==> src/rtl/rom_port_sched_if.sv <==
// Bus bundle between rom_port_sched, its three requesters and the SDRAM toggle port.
// slave = the scheduler; master = data_io, the two CPUs and the SDRAM controller.
interface rom_port_sched_if #(
    parameter int unsigned AW = 22
);
    logic          dl_active;
    logic          dl_wr;
    logic [AW:0]   dl_addr;
    logic [7:0]    dl_data;

    logic          cpu_req;
    logic [AW:0]   cpu_addr;
    logic [7:0]    cpu_dout;
    logic          cpu_rdy;

    logic          snd_req;
    logic [AW:0]   snd_addr;
    logic [7:0]    snd_dout;
    logic          snd_rdy;

    logic          port_req;
    logic          port_ack;
    logic [AW-1:0] port_a;
    logic [1:0]    port_ds;
    logic          port_we;
    logic [15:0]   port_d;
    logic [15:0]   port_q;

    logic          timeout;

    modport slave (
        input  dl_active, dl_wr, dl_addr, dl_data,
        input  cpu_req, cpu_addr, snd_req, snd_addr,
        input  port_ack, port_q,
        output cpu_dout, cpu_rdy, snd_dout, snd_rdy,
        output port_req, port_a, port_ds, port_we, port_d, timeout
    );

    modport master (
        output dl_active, dl_wr, dl_addr, dl_data,
        output cpu_req, cpu_addr, snd_req, snd_addr,
        output port_ack, port_q,
        input  cpu_dout, cpu_rdy, snd_dout, snd_rdy,
        input  port_req, port_a, port_ds, port_we, port_d, timeout
    );
endinterface

==> src/rtl/rom_port_sched.sv <==
// Shares one SDRAM toggle-handshake port between the ROM download writes and two CPU readers.
// Optional per-reader one-word read cache: define ROM_CACHE_EN.
module rom_port_sched #(
    parameter int unsigned AW  = 22,
    parameter int unsigned TMO = 255
) (
    input  logic clk_sys,
    input  logic reset,
    rom_port_sched_if.slave bus
);
    localparam int unsigned BAW = AW + 1;
    localparam int unsigned FD  = 4;
    localparam int unsigned PW  = $clog2(FD);
    localparam int unsigned CW  = PW + 1;
    localparam logic [7:0]  TMO_C = 8'(TMO);

    typedef enum logic [1:0] {S_IDLE, S_WAIT, S_DONE} state_t;
    typedef enum logic [1:0] {OWN_WR, OWN_CPU, OWN_SND} owner_t;

    state_t                  state_q, state_d;
    owner_t                  owner_q, owner_d;
    logic                    rr_q, rr_d;
    logic [7:0]              cnt_q, cnt_d;
    logic [FD-1:0][BAW-1:0]  fifo_addr_q, fifo_addr_d;
    logic [FD-1:0][7:0]      fifo_data_q, fifo_data_d;
    logic [PW-1:0]           wr_ptr_q, wr_ptr_d, rd_ptr_q, rd_ptr_d;
    logic [CW-1:0]           count_q, count_d;

    logic                    port_req_q, port_req_d;
    logic [AW-1:0]           port_a_q, port_a_d;
    logic [1:0]              port_ds_q, port_ds_d;
    logic                    port_we_q, port_we_d;
    logic [15:0]             port_d_q, port_d_d;
    logic [7:0]              cpu_dout_q, cpu_dout_d, snd_dout_q, snd_dout_d;
    logic                    cpu_rdy_q, cpu_rdy_d, snd_rdy_q, snd_rdy_d;
    logic                    timeout_q, timeout_d;

    logic                    cpu_ok_c, snd_ok_c, pick_cpu_c, pick_snd_c;
    logic [BAW-1:0]          rd_addr_c, head_addr_c;
    logic [7:0]              head_data_c, q_byte_c, hit_byte_c;
    logic                    cpu_hit_c, snd_hit_c, rd_hit_c;
    logic [7:0]              cpu_hit_byte_c, snd_hit_byte_c;
    logic                    fifo_full_c, push_ok_c, pop_c;

    // A reader still seeing its own rdy pulse is not re-granted for the same request.
    assign cpu_ok_c    = bus.cpu_req && !cpu_rdy_q && !bus.dl_active;
    assign snd_ok_c    = bus.snd_req && !snd_rdy_q && !bus.dl_active;
    assign pick_cpu_c  = cpu_ok_c && (!rr_q || !snd_ok_c);
    assign pick_snd_c  = snd_ok_c && !pick_cpu_c;
    assign rd_addr_c   = pick_cpu_c ? bus.cpu_addr : bus.snd_addr;
    assign rd_hit_c    = pick_cpu_c ? cpu_hit_c : snd_hit_c;
    assign hit_byte_c  = pick_cpu_c ? cpu_hit_byte_c : snd_hit_byte_c;
    assign head_addr_c = fifo_addr_q[rd_ptr_q];
    assign head_data_c = fifo_data_q[rd_ptr_q];
    assign q_byte_c    = port_ds_q[1] ? bus.port_q[15:8] : bus.port_q[7:0];
    assign fifo_full_c = (count_q == CW'(FD));
    assign push_ok_c   = bus.dl_wr && !fifo_full_c;

`ifdef ROM_CACHE_EN
    logic [1:0]          cvld_q, cvld_d;
    logic [1:0][AW-1:0]  ctag_q, ctag_d;
    logic [1:0][15:0]    cword_q, cword_d;

    // Index 0 caches the main CPU, index 1 the sound CPU; any download activity invalidates.
    always_comb begin
        cvld_d  = cvld_q;
        ctag_d  = ctag_q;
        cword_d = cword_q;
        if (state_q == S_DONE && owner_q == OWN_CPU) begin
            cvld_d[0]  = 1'b1;
            ctag_d[0]  = port_a_q;
            cword_d[0] = bus.port_q;
        end
        if (state_q == S_DONE && owner_q == OWN_SND) begin
            cvld_d[1]  = 1'b1;
            ctag_d[1]  = port_a_q;
            cword_d[1] = bus.port_q;
        end
        if (bus.dl_wr || bus.dl_active) cvld_d = '0;
    end

    always_ff @(posedge clk_sys or posedge reset) begin
        if (reset) begin
            cvld_q  <= '0;
            ctag_q  <= '0;
            cword_q <= '0;
        end else begin
            cvld_q  <= cvld_d;
            ctag_q  <= ctag_d;
            cword_q <= cword_d;
        end
    end

    assign cpu_hit_c      = cvld_q[0] && (ctag_q[0] == bus.cpu_addr[BAW-1:1]);
    assign snd_hit_c      = cvld_q[1] && (ctag_q[1] == bus.snd_addr[BAW-1:1]);
    assign cpu_hit_byte_c = bus.cpu_addr[0] ? cword_q[0][15:8] : cword_q[0][7:0];
    assign snd_hit_byte_c = bus.snd_addr[0] ? cword_q[1][15:8] : cword_q[1][7:0];
`else
    assign cpu_hit_c      = 1'b0;
    assign snd_hit_c      = 1'b0;
    assign cpu_hit_byte_c = 8'h00;
    assign snd_hit_byte_c = 8'h00;
`endif

    always_comb begin
        state_d     = state_q;
        owner_d     = owner_q;
        rr_d        = rr_q;
        cnt_d       = cnt_q;
        fifo_addr_d = fifo_addr_q;
        fifo_data_d = fifo_data_q;
        wr_ptr_d    = wr_ptr_q;
        rd_ptr_d    = rd_ptr_q;
        count_d     = count_q;
        port_req_d  = port_req_q;
        port_a_d    = port_a_q;
        port_ds_d   = port_ds_q;
        port_we_d   = port_we_q;
        port_d_d    = port_d_q;
        cpu_dout_d  = cpu_dout_q;
        snd_dout_d  = snd_dout_q;
        cpu_rdy_d   = 1'b0;
        snd_rdy_d   = 1'b0;
        timeout_d   = timeout_q;
        pop_c       = 1'b0;

        case (state_q)
            S_IDLE: begin
                if (count_q != '0) begin
                    owner_d    = OWN_WR;
                    port_a_d   = head_addr_c[BAW-1:1];
                    port_ds_d  = {head_addr_c[0], ~head_addr_c[0]};
                    port_we_d  = 1'b1;
                    port_d_d   = {head_data_c, head_data_c};
                    port_req_d = ~port_req_q;
                    cnt_d      = 8'd0;
                    state_d    = S_WAIT;
                end else if (pick_cpu_c || pick_snd_c) begin
                    // Pointer always names the reader that was not just served.
                    rr_d = pick_cpu_c;
                    if (rd_hit_c) begin
                        if (pick_cpu_c) begin
                            cpu_dout_d = hit_byte_c;
                            cpu_rdy_d  = 1'b1;
                        end else begin
                            snd_dout_d = hit_byte_c;
                            snd_rdy_d  = 1'b1;
                        end
                    end else begin
                        owner_d    = pick_cpu_c ? OWN_CPU : OWN_SND;
                        port_a_d   = rd_addr_c[BAW-1:1];
                        port_ds_d  = {rd_addr_c[0], ~rd_addr_c[0]};
                        port_we_d  = 1'b0;
                        port_d_d   = 16'h0000;
                        port_req_d = ~port_req_q;
                        cnt_d      = 8'd0;
                        state_d    = S_WAIT;
                    end
                end
            end
            S_WAIT: begin
                if (bus.port_ack == port_req_q) begin
                    state_d = S_DONE;
                end else begin
                    if (cnt_q != TMO_C) cnt_d = cnt_q + 8'd1;
                    if (cnt_q == TMO_C - 8'd1) timeout_d = 1'b1;
                end
            end
            S_DONE: begin
                state_d = S_IDLE;
                if (owner_q == OWN_WR) begin
                    pop_c = 1'b1;
                end else if (owner_q == OWN_CPU) begin
                    cpu_dout_d = q_byte_c;
                    cpu_rdy_d  = 1'b1;
                end else begin
                    snd_dout_d = q_byte_c;
                    snd_rdy_d  = 1'b1;
                end
            end
            default: state_d = S_IDLE;
        endcase

        // Write FIFO: an overflowing push is dropped and flagged.
        if (bus.dl_wr && fifo_full_c) timeout_d = 1'b1;
        if (push_ok_c) begin
            fifo_addr_d[wr_ptr_q] = bus.dl_addr;
            fifo_data_d[wr_ptr_q] = bus.dl_data;
            wr_ptr_d              = wr_ptr_q + PW'(1);
        end
        if (pop_c) rd_ptr_d = rd_ptr_q + PW'(1);
        count_d = count_q + CW'(push_ok_c) - CW'(pop_c);
    end

    always_ff @(posedge clk_sys or posedge reset) begin
        if (reset) begin
            state_q     <= S_IDLE;
            owner_q     <= OWN_WR;
            rr_q        <= 1'b0;
            cnt_q       <= 8'd0;
            fifo_addr_q <= '0;
            fifo_data_q <= '0;
            wr_ptr_q    <= '0;
            rd_ptr_q    <= '0;
            count_q     <= '0;
            port_req_q  <= 1'b0;
            port_a_q    <= '0;
            port_ds_q   <= 2'b00;
            port_we_q   <= 1'b0;
            port_d_q    <= 16'h0000;
            cpu_dout_q  <= 8'h00;
            snd_dout_q  <= 8'h00;
            cpu_rdy_q   <= 1'b0;
            snd_rdy_q   <= 1'b0;
            timeout_q   <= 1'b0;
        end else begin
            state_q     <= state_d;
            owner_q     <= owner_d;
            rr_q        <= rr_d;
            cnt_q       <= cnt_d;
            fifo_addr_q <= fifo_addr_d;
            fifo_data_q <= fifo_data_d;
            wr_ptr_q    <= wr_ptr_d;
            rd_ptr_q    <= rd_ptr_d;
            count_q     <= count_d;
            port_req_q  <= port_req_d;
            port_a_q    <= port_a_d;
            port_ds_q   <= port_ds_d;
            port_we_q   <= port_we_d;
            port_d_q    <= port_d_d;
            cpu_dout_q  <= cpu_dout_d;
            snd_dout_q  <= snd_dout_d;
            cpu_rdy_q   <= cpu_rdy_d;
            snd_rdy_q   <= snd_rdy_d;
            timeout_q   <= timeout_d;
        end
    end

    assign bus.port_req = port_req_q;
    assign bus.port_a   = port_a_q;
    assign bus.port_ds  = port_ds_q;
    assign bus.port_we  = port_we_q;
    assign bus.port_d   = port_d_q;
    assign bus.cpu_dout = cpu_dout_q;
    assign bus.cpu_rdy  = cpu_rdy_q;
    assign bus.snd_dout = snd_dout_q;
    assign bus.snd_rdy  = snd_rdy_q;
    assign bus.timeout  = timeout_q;
endmodule

==> src/flat_wrapper.sv <==
// flat-port wrapper written by rule: the top's interface ports become plain ports
module rom_port_sched_flat 
#(
    parameter int unsigned AW  = 22,
    parameter int unsigned TMO = 255
)
  (clk_sys, reset, bus_dl_active, bus_dl_wr, bus_dl_addr, bus_dl_data, bus_cpu_req, bus_cpu_addr, bus_snd_req, bus_snd_addr, bus_port_ack, bus_port_q, bus_cpu_dout, bus_cpu_rdy, bus_snd_dout, bus_snd_rdy, bus_port_req, bus_port_a, bus_port_ds, bus_port_we, bus_port_d, bus_timeout);
  rom_port_sched_if #(.AW(AW)) bus_i ();
  input  logic clk_sys;
  input  logic reset;
  input wire logic [$bits(bus_i.dl_active)-1:0] bus_dl_active;
  input wire logic [$bits(bus_i.dl_wr)-1:0] bus_dl_wr;
  input wire logic [$bits(bus_i.dl_addr)-1:0] bus_dl_addr;
  input wire logic [$bits(bus_i.dl_data)-1:0] bus_dl_data;
  input wire logic [$bits(bus_i.cpu_req)-1:0] bus_cpu_req;
  input wire logic [$bits(bus_i.cpu_addr)-1:0] bus_cpu_addr;
  input wire logic [$bits(bus_i.snd_req)-1:0] bus_snd_req;
  input wire logic [$bits(bus_i.snd_addr)-1:0] bus_snd_addr;
  input wire logic [$bits(bus_i.port_ack)-1:0] bus_port_ack;
  input wire logic [$bits(bus_i.port_q)-1:0] bus_port_q;
  output wire logic [$bits(bus_i.cpu_dout)-1:0] bus_cpu_dout;
  output wire logic [$bits(bus_i.cpu_rdy)-1:0] bus_cpu_rdy;
  output wire logic [$bits(bus_i.snd_dout)-1:0] bus_snd_dout;
  output wire logic [$bits(bus_i.snd_rdy)-1:0] bus_snd_rdy;
  output wire logic [$bits(bus_i.port_req)-1:0] bus_port_req;
  output wire logic [$bits(bus_i.port_a)-1:0] bus_port_a;
  output wire logic [$bits(bus_i.port_ds)-1:0] bus_port_ds;
  output wire logic [$bits(bus_i.port_we)-1:0] bus_port_we;
  output wire logic [$bits(bus_i.port_d)-1:0] bus_port_d;
  output wire logic [$bits(bus_i.timeout)-1:0] bus_timeout;
  assign bus_i.dl_active = bus_dl_active;
  assign bus_i.dl_wr = bus_dl_wr;
  assign bus_i.dl_addr = bus_dl_addr;
  assign bus_i.dl_data = bus_dl_data;
  assign bus_i.cpu_req = bus_cpu_req;
  assign bus_i.cpu_addr = bus_cpu_addr;
  assign bus_i.snd_req = bus_snd_req;
  assign bus_i.snd_addr = bus_snd_addr;
  assign bus_i.port_ack = bus_port_ack;
  assign bus_i.port_q = bus_port_q;
  assign bus_cpu_dout = bus_i.cpu_dout;
  assign bus_cpu_rdy = bus_i.cpu_rdy;
  assign bus_snd_dout = bus_i.snd_dout;
  assign bus_snd_rdy = bus_i.snd_rdy;
  assign bus_port_req = bus_i.port_req;
  assign bus_port_a = bus_i.port_a;
  assign bus_port_ds = bus_i.port_ds;
  assign bus_port_we = bus_i.port_we;
  assign bus_port_d = bus_i.port_d;
  assign bus_timeout = bus_i.timeout;
  rom_port_sched #(.AW(AW), .TMO(TMO)) u_core (.clk_sys(clk_sys), .reset(reset), .bus(bus_i));
endmodule
==> config.mk <==
export PLATFORM = sky130hd
export DESIGN_NAME = rom_port_sched_flat
export DESIGN_NICKNAME = d
export VERILOG_FILES = /design/src/rtl/rom_port_sched_if.sv /design/src/rtl/rom_port_sched.sv /design/src/flat_wrapper.sv
export SDC_FILE = /design/constraint.sdc
export NUM_CORES = 1
export LEC_CHECK = 0
export ABC_CLOCK_PERIOD_IN_PS = 8850
export CAP_MARGIN = 25
export CORE_ASPECT_RATIO = 1.2
export CORE_MARGIN = 8
export CORE_UTILIZATION = 39
export CTS_CLUSTER_DIAMETER = 30
export DETAILED_ROUTE_END_ITERATION = 10
export GPL_ROUTABILITY_DRIVEN = 0
export SYNTH_ARGS = -nofsm -noshare
export SYNTH_HDL_FRONTEND = slang
export SYNTH_SLANG_ARGS = --single-unit
==> constraint.sdc <==
create_clock -name clk_sys -period 8.85 [get_ports clk_sys]
set_input_delay 1.3275 -clock clk_sys [delete_from_list [all_inputs] [get_ports clk_sys]]
set_output_delay 1.3275 -clock clk_sys [all_outputs]
set_load 0.005 [all_outputs]
Word level (Yosys, flattened, before mapping)
Cells that the tools add are included.
{"block": "classes", "n_addsub": 5, "n_eq_ne": 12, "n_bitwise": 6, "n_mux": 46, "order_cmp": 3, "reduce_logical": 32}
{"op": "92-bit bitwise mux", "count": 1}
{"op": "23-bit 2-to-1 mux", "count": 3}
{"op": "8-bit 2-to-1 mux", "count": 7}
{"op": "23-bit binary-select mux with 2-bit select", "count": 1}
{"op": "23-bit demux with 2-bit select", "count": 1}
{"op": "22-bit 2-to-1 mux", "count": 2}
{"op": "32-bit bitwise mux", "count": 1}
{"op": "16-bit 2-to-1 mux", "count": 2}
{"op": "8-bit binary-select mux with 2-bit select", "count": 1}
{"op": "8-bit demux with 2-bit select", "count": 1}
{"op": "1-bit 2-to-1 mux", "count": 16}
{"op": "2-bit 2-to-1 mux", "count": 8}
{"op": "8-bit one-hot mux with 2 select lines", "count": 1}
{"op": "3-bit AND reduction", "count": 4}
{"op": "1-bit logical AND", "count": 9}
{"op": "8-bit by 1-bit adder with 8-bit output (second input constant)", "count": 1}
{"op": "8-bit == test (second input constant)", "count": 1}
{"op": "8-bit inequality test (second input constant)", "count": 1}
{"op": "2-bit nonzero test", "count": 4}
{"op": "1-bit logical NOT", "count": 7}
{"op": "2-bit by 3-bit < comparator with 1-bit output (second input constant)", "count": 2}
{"op": "1-bit inverter", "count": 6}
{"op": "2-bit by 1-bit adder with 2-bit output (second input constant)", "count": 2}
{"op": "2-bit by 1-bit == test with 1-bit output (second input constant)", "count": 2}
{"op": "15 further kinds", "count": 20}
{"block": "word_totals", "out_inout_bits": 61, "regBits": 205, "input_bits": 100}

Depth between registers and ports, before layout
Gate-level depths: netlist (run 1).
{"block": "logic_depth", "depth_word": 12, "depth_mapped": 8, "mapped_depth_nobuf": 8}

Least setup slack after synthesis (run 1)
Ideal clock, no wire load.
{"block": "synth_path", "kind": "input port to flip-flop", "startpoint": "in bus_dl_wr", "endpoint": "reg u_core.count_q[2]", "slack_ps": 6237, "setup_ps": 126, "cell_stages": 6, "n_path_buf": 0, "arrival_ps": 2488, "t_required_ps": 8724, "cell_sequence": "a21boi_2 ha_1 inv_1 fa_1 xnor2_1 xnor2_1"}
{"block": "synth_between", "elab_chain_cells": 3}
{"element": "start: declaration", "line": "flat_wrapper.sv:12", "rtl": "input wire logic [$bits(bus_i.dl_wr)-1:0] bus_dl_wr;"}
{"element": "1-bit logical AND", "line": "rom_port_sched.sv:57", "rtl": "assign push_ok_c = bus.dl_wr && !fifo_full_c;"}
{"element": "3-bit by 1-bit adder with 3-bit output", "line": "rom_port_sched.sv:192", "rtl": "count_d = count_q + CW'(push_ok_c) - CW'(pop_c);"}
{"element": "3-bit by 1-bit subtractor with 3-bit output", "line": "rom_port_sched.sv:192"}
{"element": "via u_core.count_d[2]", "line": "rom_port_sched.sv:27", "rtl": "logic [CW-1:0] count_q, count_d;"}
{"element": "end signal: assignment", "line": "rom_port_sched.sv:225", "rtl": "count_q <= count_d;"}
{"element": "end: declaration", "line": "rom_port_sched.sv:27"}
The timed path passes the listed nets, and every way through them passes these cells.
A chain may end at the register's enable or synchronous reset.

Worst setup path after layout (run 1)
{"block": "layout_path", "startpoint": "in bus_cpu_req", "endpoint": "reg u_core.port_a_q[17], in the netlist u_core.bus.port_a[17]"}
{"block": "layout_between", "elab_chain_cells": 8}
{"element": "start: declaration", "line": "flat_wrapper.sv:15", "rtl": "input wire logic [$bits(bus_i.cpu_req)-1:0] bus_cpu_req;"}
{"element": "1-bit logical AND * (2 in series)", "line": "rom_port_sched.sv:46", "rtl": "assign cpu_ok_c = bus.cpu_req && !cpu_rdy_q && !bus.dl_active;"}
{"element": "1-bit logical AND *", "line": "rom_port_sched.sv:48", "rtl": "assign pick_cpu_c = cpu_ok_c && (!rr_q || !snd_ok_c);"}
{"element": "1-bit logical NOT", "line": "rom_port_sched.sv:49", "rtl": "assign pick_snd_c = snd_ok_c && !pick_cpu_c;"}
{"element": "1-bit logical AND", "line": "rom_port_sched.sv:49"}
{"element": "1-bit logical OR", "line": "rom_port_sched.sv:138", "rtl": "end else if (pick_cpu_c || pick_snd_c) begin"}
{"element": "2-bit nonzero test (no line)"}
{"element": "2-bit AND reduction (no line)"}
{"element": "end signal: assignment", "line": "rom_port_sched.sv:227", "rtl": "port_a_q <= port_a_d;"}
{"element": "end: declaration", "line": "rom_port_sched.sv:30", "rtl": "logic [AW-1:0] port_a_q, port_a_d;"}
Every way passes the cells marked *; elsewhere a longest branch is shown, timed or not. The select of a mux whose other input is x is not followed.

==> results of run 1 <==
==> critical path, delay by kind of cell <==
kind | cells | cell delay [ps]
buffers and inverters | 1 | 480
AO/OA/AOI/OAI | 2 | 500
AND/OR/NAND/NOR | 2 | 1320
==> cells in the final DEF, fill, tap and decap left out, drive strengths merged, types with 3 or more instances in the layout <==
| cell type | instances |
|---|---|
| o211ai | 21 |
| a22o | 29 |
| nand3 | 4 |
| inv | 40 |
| mux2i | 11 |
| nor3 | 7 |
| nand2 | 22 |
| nor2 | 34 |
| mux2 | 125 |
| a21oi | 33 |
| and2 | 3 |
| o21ai | 32 |
| mux4 | 31 |
| buf | 9 |
| clkdlybuf4s50 | 160 |
| clkinv | 3 |
| xnor2 | 5 |
| clkbuf | 18 |
| ha | 8 |
| dfrtp | 197 |
| or3 | 3 |
| nand2b | 3 |
==> report_power, final <==
part / switching (W) / internal [W] / total (W) / leakage, nW
registers: 0.000266 / 0.00133 / 0.00160 / 2.33
logic: 0.000724 / 0.000991 / 0.00172 / 2.22
clock network: 0.000354 / 0.000432 / 0.000786 / 0.291
==> kinds of logic (layout without fill, tap and decap cells) <==
group / Yosys count / count (layout) / share of synthesized area [%]
DFF: 197 / 197 / 54.5
muxes: 167 / 167 / 24.5
AOI/OAI and AO/OA: 130 / 130 / 9.59
and+or+nand+nor: 91 / 91 / 4.92
buffers and inverters: 84 / 234 / 4.45
adders and majority gates: 9 / 9 / 1.33
xor gates and xnor gates: 7 / 7 / 0.760
==> flip-flops by register name, summed over array words and instances (netlist names), 3 cells and up <==
register             cells
u_core.cnt_q             8
u_core.bus.port_d        8
u_core.bus.snd_dout      8
u_core.fifo_addr_q      92
u_core.bus.cpu_dout      8
u_core.fifo_data_q      32
u_core.bus.port_a       22
u_core.count_q           3
==> final cells by class <==
cell class              count  area, um^2  share of cell area (%)
clock inverters            14         161                    1.40
multi-input cells         404        3750                    32.6
inverters                  33         131                    1.14
flip-flops and latches    197        4930                    42.9
repair buffers            169        1690                    14.7
well taps                 315         394                    3.43
clock buffers              18         439                    3.82
==> worst max path at each step <==
stage                                   endpoint
after floorplan           u_core.bus.cpu_dout[0]
after global placement     u_core.bus.port_a[17]
after detailed placement   u_core.bus.port_a[17]
after CTS                  u_core.bus.port_a[17]
after global routing       u_core.bus.port_a[12]
final                      u_core.bus.port_a[17]
==> synth_stat cells, types with 2 or more instances <==
library cell and n:
sky130_fd_sc_hd__dfrtp_1 197, sky130_fd_sc_hd__mux2_2 125, sky130_fd_sc_hd__nor2_1 34, sky130_fd_sc_hd__a21oi_1 33
sky130_fd_sc_hd__inv_1 33, sky130_fd_sc_hd__o21ai_0 32, sky130_fd_sc_hd__mux4_2 31, sky130_fd_sc_hd__a22o_1 29
sky130_fd_sc_hd__buf_2 22, sky130_fd_sc_hd__nand2_1 22, sky130_fd_sc_hd__o211ai_1 21, sky130_fd_sc_hd__clkbuf_1 14
sky130_fd_sc_hd__mux2i_1 11, sky130_fd_sc_hd__buf_4 10, sky130_fd_sc_hd__ha_1 8, sky130_fd_sc_hd__nor3_1 6
sky130_fd_sc_hd__xnor2_1 5, sky130_fd_sc_hd__nand3_1 4, sky130_fd_sc_hd__and2_1 3, sky130_fd_sc_hd__buf_6 3
sky130_fd_sc_hd__nand2b_1 3, sky130_fd_sc_hd__or3_1 3, sky130_fd_sc_hd__a21o_1 2, sky130_fd_sc_hd__a221oi_1 2
sky130_fd_sc_hd__buf_1 2, sky130_fd_sc_hd__nand4_1 2, sky130_fd_sc_hd__o2111ai_1 2, sky130_fd_sc_hd__or4b_1 2
==> metal layers <==
| layer | track usage, % | up-vias | share of wire, % |
|---|---|---|---|
| met2 | 29.9 | 131 | 53 |
| li1 | - | 2752 | - |
| met3 | 3.41 | 24 | 4.7 |
| met1 | 19.8 | 3141 | 41 |
| met5 | 0 | - | 0.056 |
| met4 | 5.14 | 2 | 1.3 |
==> per-stage QoR <==
step	hold slack [ps]	utilization, %	instance area [um^2]	setup WS, ps
2_1_floorplan	463	-	9050	2150
3_3_place_gp	464	47.3	10900	5130
3_5_place_dp	473	47.3	10900	5100
4_1_cts	490	49.9	11500	5550
5_1_grt	519	50.0	11500	5410
6_report	484	50.0	11500	5570
==> metrics list, run 1 <==
- Final cell count without fillers: around 1,200
- Data on the critical path is required at its endpoint by 9210 ps.
- Highest ir drop seen on vdd: 217 uV
- The worst path in the final design needs a cycle of 3280 ps, including I/O delays and setup.
- Die outline height: 183 um
* Fraction of synthesized cell area taken by the top area cell type: 54.5%
* Share of synthesized registers carrying an async set or reset: 100%
- CP Data Arrival Time: 3640 ps
* Width of the die: between 150 and 200 um
* Max stage delay on crit path: 690 ps
- The first detailed-routing pass took 4 iterations.
- The path with the worst hold slack has its endpoint at u_core.bus.snd_dout[4].
* Number of levels in the clock H-tree: 4
- Maximum number of pins on one net before global-route repair: 143
- The count of buffers added on input and output ports is 160.
* Source-to-sink clock delay at the later pin of the worst-skew pair: around 430 ps
- Instance count of the mapped netlist: 685
- Synthesized cell area: 9050 um^2
- Fill cell count: 1,963
- In this run the static leakage power is 4.85 nW.
- Most area-consuming cells after synthesis: sky130_fd_sc_hd__dfrtp_1 54%, sky130_fd_sc_hd__mux2_2 16%, sky130_fd_sc_hd__mux4_2 7.7%
* Critical R2R Launch: u_core.state_q[0]
- Number of synthesized register bits: 197
- For the pin with the worst max-slew slack, the measured transition is 964 ps.
* Classification of the worst-slack hold path: reg -> reg
- Along the worst hold path, the cell count comes to 2.
* Die Footprint: 28,400 um^2
- Post-Synthesis Net Count: 794
* Post-cts hold buffer count: 0
- For this run the aggregate overflow at the end of global routing stands at 0.
- The synthesized design spends more area on one cell type than any other, namely sky130_fd_sc_hd__dfrtp_1.
* Part of the Yosys area used for sequential elements: roughly 54%
- Power consumption: 0.00410 W
* Max transition margin: 35.5%
- The count of nets left with antenna violations once routing finished came out at 0.
- Category of the worst setup path capture point: flip-flop
* Status: finished, final reports clean
* Max-capacitance violation count: 0
* Antenna violations before repair: 2
* Ant diodes: 0
- The first global-routing pass estimated 37,200 um of wire.
- Once the clock tree was built, the resizer swapped 0 gates to a different size.
* Yosys warning total: 0
- The number of global-route vias before repair is 6,638.
- Maximum clock insertion buffer count: 2
- Global routing used 16.7% of the available tracks across all layers.
- Derived from the worst setup path, the maximum achievable clock frequency is 305 MHz.
* Critical-path top delay cell: sky130_fd_sc_hd__or3b_1
* Pwr dens: approximately 360 nW/um^2
* RSZ-0062 raised after global routing: false
- DRC violations left: 0
- Setup violations remaining at the end of the flow were counted as 0.
* Number of cells in the design after placement: 1,117
* Count of flip-flops with a built-in enable after synthesis: 0
- The number of cells on the worst reg-to-reg path is 8.
* Total wirelength of the detailed-routed design: 23,100 um
- Reg-to-reg endpoint: u_core.count_q[2]
- For this design the top-level I/O count stands at 161.
- Final period util: 37.0%
- The initialized floorplan defines 61 standard-cell rows.
* Worst setup path startpoint: bus_cpu_req
- In this run the worst path has a maximum fanout of 23.
- Clock slew at the register clock pins of the worst setup and hold paths: around 70 ps
- The setup check on the worst reg-to-reg path leaves a slack of 6080 ps.
* Fin nets: 931
- Initial Util: between 30% and 40%
* Total clock buffers created by CTS: 17
- Avg Vias per Cell: 5.26
- Final HPWL DP: roughly 16,000 um
- Class of the most critical setup path: in -> reg
- Ordered cell list for the critical path: clkdlybuf4s50_1 -> or3b_1 -> or2_2 -> o211ai_1 -> a22o_1
* Vias: 6,050
- Fin. Hold Viols: 0
- Post-synthesis area per instance: about 13 um^2
* Launching element type of the critical path: input pin
- Number of pins exceeding their max-slew limit in the final report: 0
- Count of distinct cell types in the synthesized netlist: 52
* Number of setup buffers added after CTS: 0
* CTS tree: yes
- Source of the worst hold timing path: u_core.bus.snd_dout[4]
- Library cell used as clock root buffer: sky130_fd_sc_hd__clkbuf_16
- In the final layout, the share of cells above drive strength 1 is 24.9%.
- After routing, the total negative slack on setup checks comes to 0 ps.
* Routed wire length per instance: 20.1 um
* Core area: 23,000 um^2
- After the first detailed-routing iteration, the DRC count stood at roughly 380.
- The area growth from synthesis to layout is 27.0%.
* Dominant synthesized flop cell: sky130_fd_sc_hd__dfrtp_1
* CTS Sinks: between 150 and 200
- Across the routed clock network, the largest skew measured is 13.6 ps.
No activity file was read; power rests on OpenSTA's default activity.
==> inputs of run 2 (changes only) <==
--- a/config.mk
+++ b/config.mk
@@ -5,7 +5,7 @@
 export SDC_FILE = /design/constraint.sdc
 export NUM_CORES = 1
 export LEC_CHECK = 0
-export ABC_CLOCK_PERIOD_IN_PS = 8850
+export ABC_CLOCK_PERIOD_IN_PS = 2700
 export CAP_MARGIN = 25
 export CORE_ASPECT_RATIO = 1.2
 export CORE_MARGIN = 8
==> constraint.sdc (replaced) <==
create_clock -name clk_sys -period 2.7 [get_ports clk_sys]
set_input_delay 0.405 -clock clk_sys [delete_from_list [all_inputs] [get_ports clk_sys]]
set_output_delay 0.405 -clock clk_sys [all_outputs]
set_load 0.005 [all_outputs]
==> metrics list, run 2 (same netlist as run 1, synthesis figures left out) <==
* DRC violations left: 0 (unchanged)
- The global-route congestion overflow total is 0 (unchanged).
* Number of ports placed on the die boundary: 161 (unchanged)
- The final-layout fill cell count is 1,969 (was 1,963).
* Category of the worst setup path capture point: flip-flop (unchanged)
* Maximum clock insertion buffer count: 2 (unchanged)
- Required time of the critical path: 3010 ps (was 9210 ps)
* Routed wire length per instance: 20.4 um (was 20.1 um)
* CP Data Arrival Time: 2580 ps (was 3640 ps)
* Wire length of the first global-routing pass: 38,500 um (was 37,200 um)
- Launching element type of the critical path: flip-flop (was input pin)
* Largest fanout on the critical path: 7 (was 23)
* Fin. Hold Viols: 0 (unchanged)
- The reported leakage power is 4.97 nW (was 4.85 nW).
- Number of setup buffers added after CTS: 0 (unchanged)
- The utilization after layout came to 51.0% (was 50.0%).
- Area used by multi-input combinational logic: 3740 um^2 (was 3750 um^2)
- The die area was 28,400 um^2 (unchanged).
- In the finished design, the share of the clock period the worst path needs comes to 83.9%.
- Max transition margin: 42.5% (was 35.5%)
- Final HPWL DP: 16,600 um (was 15,700 um)
* Number of setup violations in the final report: 0 (unchanged)
- Flip-flop count of the largest register after layout: 92 (unchanged)
- Vias: 6,167 (was 6,050)
- The total clock buffers created by CTS was 17 (unchanged).
- The starting utilization of the core area came to 39.4% (unchanged).
- The clock sink count was 197 (unchanged).
- The largest net degree at the start of global routing came to 51 (was 143).
- Status: finished, final reports clean (unchanged)
- The number of placed cells counting well taps came to 1,134 (was 1,117).
- The clock-pin transition on the worst setup and hold timing paths came to 80 ps (was 70 ps).
- Avg Vias per Cell: 5.28 (was 5.26)
- Post-cts sizing count: 0 (unchanged)
- The area overhead of the layout relative to synthesis is 29.5% (was 27.0%).
* Final cell count without fillers: 1,168 (was 1,150)
- The number of nets in the layout came to 947 (was 931).
- Max-capacitance violation count: 0 (unchanged)
- The initial antenna violation count was 2 (unchanged).
* Highest ir drop seen on vdd: 539 uV (was 217 uV)
- The clock root buffer master is sky130_fd_sc_hd__clkbuf_16 (unchanged).
- Length of the first detailed-routing pass in iterations: 4 (unchanged)
- Worst Setup Slack post-DPL: 427 ps (was 5100 ps)
* Largest reg by FF count: u_core.fifo_addr_q (unchanged)
- The class of the most critical setup path is reg -> reg (was in -> reg).
- The number of levels the H-tree was split into is 4 (unchanged).
- Via count of the first global-routing pass: 6,885 (was 6,638)
- Seq. cell area: 4930 um^2 (unchanged)
* Fraction of layout cells with a size suffix above 1: 26.0% (was 24.9%)
- Transition at the pin with the smallest max-transition slack: 861 ps (was 964 ps)
- The final worst clock skew is 12.7 ps (was 13.6 ps).
* Global-route total usage across every layer: 17.4% (was 16.7%)
- The total of hold buffers inserted after clock tree synthesis is 0 (unchanged).
- Total wirelength of the detailed-routed design: 23,800 um (was 23,100 um)
- The number of routed nets with antenna violations came to 0 (unchanged).
- The placeable core region was 23,000 um^2 (unchanged).
* Max Clk Rate: around 440 MHz
* Classification of the worst-slack hold path: in -> async (was reg -> reg)
* Initial drt markers: 463 (was 379)
- The CTS tree was yes (unchanged).
- The most frequent standard cell in the layout excluding fill and tap cells was sky130_fd_sc_hd__dfrtp_1 (unchanged).
- Most frequent cells in the layout: 196 x sky130_fd_sc_hd__dfrtp_1, 160 x sky130_fd_sc_hd__clkdlybuf4s50_1, 125 x sky130_fd_sc_hd__mux2_2, 34 x sky130_fd_sc_hd__nor2_1, 33 x sky130_fd_sc_hd__a21oi_1 (unchanged).
- Fin Hold WS: 440 ps (was 484 ps)
- Die outline height: 183 um (unchanged)
* Final min period: 2270 ps
- The worst setup slack after layout is 433 ps (was 5570 ps).
- The source-to-sink clock delay at the later pin of the worst-skew pair came to 440 ps (was 430 ps).
* Number of pins exceeding their max-slew limit in the final report: 0 (unchanged)
* Total of buffers placed on input and output ports: 160 (unchanged)
* Width of the die: 155 um (unchanged)
* Core Rows: 61 (unchanged)
* Pwr dens: 1170 nW/um^2 (was 356 nW/um^2)
- RSZ-0062 raised after global routing: false (unchanged).
- Minimum setup slack among reg-to-reg paths: 430 ps (was 6080 ps)
-- run 2: changes by cell type in the layout (fill, tap and decap cells not counted) --
cell                         delta
sky130_fd_sc_hd__buf_12         +9
sky130_fd_sc_hd__buf_4          +7
sky130_fd_sc_hd__nand2_1        +3
sky130_fd_sc_hd__nand2_2        -3
sky130_fd_sc_hd__clkinv_4       -2
sky130_fd_sc_hd__diode_2        +2
sky130_fd_sc_hd__buf_16         -1
sky130_fd_sc_hd__buf_2          +1
sky130_fd_sc_hd__bufinv_16      +1
sky130_fd_sc_hd__clkinvlp_4     +1
-- run 2: critical path: stages (launching register included) --
cell                      delay (ps)
sky130_fd_sc_hd__dfrtp_1         460
sky130_fd_sc_hd__nor4b_1         350
sky130_fd_sc_hd__buf_4           190
sky130_fd_sc_hd__ha_1            230
sky130_fd_sc_hd__inv_1            60
sky130_fd_sc_hd__ha_1            130
sky130_fd_sc_hd__inv_1            50
sky130_fd_sc_hd__fa_1            400
sky130_fd_sc_hd__xnor2_1         150
sky130_fd_sc_hd__xnor2_1         130
-- run 2: final cells by class --
class                           count  area share (%)
Antenna cell                        2          0.0427
Clock buffer                       18            3.75
Clock inverter                     14            1.58
Inverter                           33            1.09
Multi-Input combinational cell    404            31.9
Sequential cell                   197            42.1
Tap cell                          315            3.36
Timing Repair Buffer              185            16.2
-- run 2: path summary, 6_finish.rpt --
check | from | endpoint | cells after the start
hold reg to reg | u_core.bus.port_we | u_core.bus.port_we | 2
hold / removal | reset | u_core.bus.port_we | 2
max in group asynchronous | reset | u_core.fifo_addr_q[47] | 3
min in group clk_sys | u_core.bus.port_we | u_core.bus.port_we | 2
setup / recovery | u_core.state_q[0] | u_core.count_q[2] | 9
setup reg to reg | u_core.state_q[0] | u_core.count_q[2] | 9
-- run 2: layer usage --
layer	vias to the layer above	track usage, %	wire [um]
met3	30	3.53	1280
met2	168	29.6	12200
met5	-	0	0
met4	0	8.21	631
met1	3176	21.0	9750
li1	2793	-	-
-- run 2: power breakdown --
part	total (W)	switching, W	leakage (nW)	internal [W]
Sequential	0.00521	0.000851	2.33	0.00436
Combinational	0.00582	0.00243	2.33	0.00339
Clock	0.00268	0.00117	0.303	0.00151
-- run 2: through the flow --
step | TNS, ps | instance area, um^2 | power (W)
after floorplan | -49520 | 9050 | 0.00895
after global placement | 0 | 11100 | 0.0109
after detailed placement | 0 | 11100 | 0.0112
after CTS | 0 | 11700 | 0.0139
after global routing | 0 | 11700 | 0.0146
final | 0 | 11700 | 0.0137
==> inputs of run 3 (changes only) <==
--- a/config.mk
+++ b/config.mk
@@ -5,7 +5,7 @@
 export SDC_FILE = /design/constraint.sdc
 export NUM_CORES = 1
 export LEC_CHECK = 0
-export ABC_CLOCK_PERIOD_IN_PS = 2700
+export ABC_CLOCK_PERIOD_IN_PS = 2300
 export CAP_MARGIN = 25
 export CORE_ASPECT_RATIO = 1.2
 export CORE_MARGIN = 8
==> constraint.sdc (replaced) <==
create_clock -name clk_sys -period 2.3 [get_ports clk_sys]
set_input_delay 0.345 -clock clk_sys [delete_from_list [all_inputs] [get_ports clk_sys]]
set_output_delay 0.345 -clock clk_sys [all_outputs]
set_load 0.005 [all_outputs]
==> metrics list, run 3 (same netlist as run 1, synthesis figures left out) <==
- Max stage delay on crit path: 410 ps (was 460 ps)
- Width of the die: 155 um (unchanged)
- The top metal layer carrying routed signals is met4 (unchanged).
* Met3 wire length: 1280 um (unchanged)
- The total routing usage reported by global routing is 17.1% (was 17.4%).
- Die Footprint: 28,400 um^2 (unchanged)
- The total iterations of the first detailed-routing run was 4 (unchanged).
- The class of the tightest hold or removal check was in -> async (unchanged).
* Required time of the critical path: 2650 ps (was 3010 ps)
- The achievable clock frequency was 467 MHz (was 441 MHz).
- Vias: 6,209 (was 6,167)
- The flip-flop count of the largest register after layout came to 92 (unchanged).
* Number of setup buffers added after CTS: 0 (unchanged)
- The first-pass GRT wire length was 37,800 um (was 38,500 um).
- Fin. Hold Viols: 0 (unchanged)
* Die outline height: 183 um (unchanged)
- The area overhead of the layout relative to synthesis came to 30.1% (was 29.5%).
* Fin nets: 952 (was 947)
- The critical-path maximum fanout is 3 (was 7).
* Core area: 23,000 um^2 (unchanged)
- RSZ-0062 raised after global routing: false (unchanged)
- CTS Sinks: 197 (unchanged)
* Number of cells in the design after placement: 1,139 (was 1,134)
- CP Data Arrival Time: 2490 ps (was 2580 ps)
- The mean routed wirelength per cell is 20.2 um (was 20.4 um).
- The number of primary I/O pins came to 161 (unchanged).
- Source-to-sink clock delay at the later pin of the worst-skew pair: 430 ps (was 440 ps)
- The clock root buffer master is sky130_fd_sc_hd__clkbuf_16 (unchanged).
* Max-capacitance violation count: 0 (unchanged)
- The global-route congestion overflow total was 0 (unchanged).
- Launching element type of the critical path: flip-flop (unchanged)
- The final instance count without filler cells is 1,172 (was 1,168).
- CTS tree: yes (unchanged)
- Antenna violations before repair: 1 (was 2)
* Transition at the pin with the smallest max-transition slack: 578 ps (was 861 ps)
* Number of setup violations in the final report: 0 (unchanged)
- Number of pins exceeding their max-slew limit in the final report: 0 (unchanged)
- The final hold slack came to 282 ps (was 440 ps).
- The kind of end point of the critical path is a flip-flop (unchanged).
- The number of global-route vias before repair came to 6,784 (was 6,885).
* Final period util: 93.0% (was 83.9%)
- The power per unit of standard cell area was 1370 nW/um^2 (was 1170 nW/um^2).
- Avg Vias per Cell: 5.30 (was 5.28)
- Class of the most critical setup path: reg -> reg (unchanged)
- The total power of the final layout was 0.0161 W (was 0.0137 W).
- The starting utilization of the core area is 39.4% (unchanged).
* Minimum setup slack among reg-to-reg paths: 160 ps (was 430 ps)
* Post-route met1 wirelength: 9830 um (was 9750 um)
* DRC violations left: 0 (unchanged)
- The maximum resistive drop on vdd was 602 uV (was 539 uV).
* DRT antenna net count: 0 (unchanged)
* Most frequent cells in the layout: 196 x sky130_fd_sc_hd__dfrtp_1, 160 x sky130_fd_sc_hd__clkdlybuf4s50_1, 125 x sky130_fd_sc_hd__mux2_2, 34 x sky130_fd_sc_hd__nor2_1, 33 x sky130_fd_sc_hd__a21oi_1 (unchanged)
* Core Rows: 61 (unchanged)
- The fraction of layout cells with a size suffix above 1 came to 26.4% (was 26.0%).
- The total of buffers placed on input and output ports came to 160 (unchanged).
- The final worst clock skew was 8.91 ps (was 12.7 ps).
* Initial drt markers: 262 (was 463)
- The register with the most flip-flops is u_core.fifo_addr_q (unchanged).
- The total of hold buffers inserted after clock tree synthesis came to 0 (unchanged).
* Final min period: 2140 ps (was 2270 ps)
* Max transition margin: 61.4% (was 42.5%)
- The reported leakage power is 5.00 nW (was 4.97 nW).
- Status: finished, final reports clean (unchanged)
- Most frequent standard cell in the layout excluding fill and tap cells: sky130_fd_sc_hd__dfrtp_1 (unchanged)
* Total wirelength of the detailed-routed design: 23,600 um (was 23,800 um)
- Final HPWL DP: 16,600 um (about the same)
- Clock slew at the register clock pins of the worst setup and hold paths: 70 ps (was 80 ps)
- Critical-path top delay cell: sky130_fd_sc_hd__dfrtp_1 (unchanged)
* Number of levels in the clock H-tree: 4 (unchanged)
* Post-cts sizing count: 0 (unchanged)
- The met2 wirelength from detailed routing is 12,100 um (was 12,200 um).
* Maximum clock insertion buffer count: 2 (unchanged)
- Maximum number of pins on one net before global-route repair: 48 (was 51)
- Total clock buffers created by CTS: 17 (unchanged)
- Ordered cell list for the critical path: nor4b_2 -> buf_4 -> ha_1 -> inv_1 -> ha_1 -> inv_1 -> fa_1 -> xnor2_1 -> xnor2_1 (was nor4b_1 -> buf_4 -> ha_1 -> inv_1 -> ha_1 -> inv_1 -> fa_1 -> xnor2_1 -> xnor2_1)
## run 3: critical path, delay by kind of cell (launching register included)
family                     cells  cell delay [ps]
xor gates and xnor gates       2              340
adders and majority gates      3              750
buffers and inverters          3              290
DFF                            1              410
and+or+nand+nor                1              280
## run 3: path summary, 6_finish.rpt
check                                    endpoint  depth (start not counted)                    from
setup / recovery                u_core.count_q[2]                          9       u_core.owner_q[0]
hold reg to reg            u_core.bus.snd_dout[5]                          2  u_core.bus.snd_dout[5]
min in group clk_sys       u_core.bus.snd_dout[5]                          2  u_core.bus.snd_dout[5]
hold / removal                 u_core.bus.port_we                          2                   reset
max in group asynchronous   u_core.fifo_addr_q[2]                          3                   reset
setup reg to reg                u_core.count_q[2]                          9       u_core.owner_q[0]
## run 3: metal layers
metal,vias to the layer above,GRT usage [%]
met3,26,3.98
met1,3222,20.5
met4,0,5.77
li1,2798,-
met2,163,29.6
met5,-,0
## run 3: cell type report
cell class	instances	area (um^2)
diodes	1	2.50
multi-input cells	404	3750
clock inverters	14	189
clock buffers	18	429
inverters	33	128
well taps	315	394
repair buffers	190	1950
flip-flops and latches	197	4930
fillers	2002	11200
## run 3: through the flow
| step | worst slack, ps | instance area (um^2) | util (%) | setup TNS (ps) |
|---|---|---|---|---|
| after global placement | 144 | 11100 | 48.5 | 0 |
| after CTS | 110 | 11800 | 51.2 | 0 |
| after detailed placement | 64.9 | 11100 | 48.5 | 0 |
| after floorplan | -591 | 9050 | - | -116500 |
| final | 160 | 11800 | 51.2 | 0 |
| after global routing | 69.7 | 11800 | 51.2 | 0 |
## run 3: power breakdown
group	switching (W)	internal, W	leakage, nW
Combinational	0.00291	0.00402	2.36
Sequential	0.000951	0.00512	2.33
Clock	0.00138	0.00175	0.302
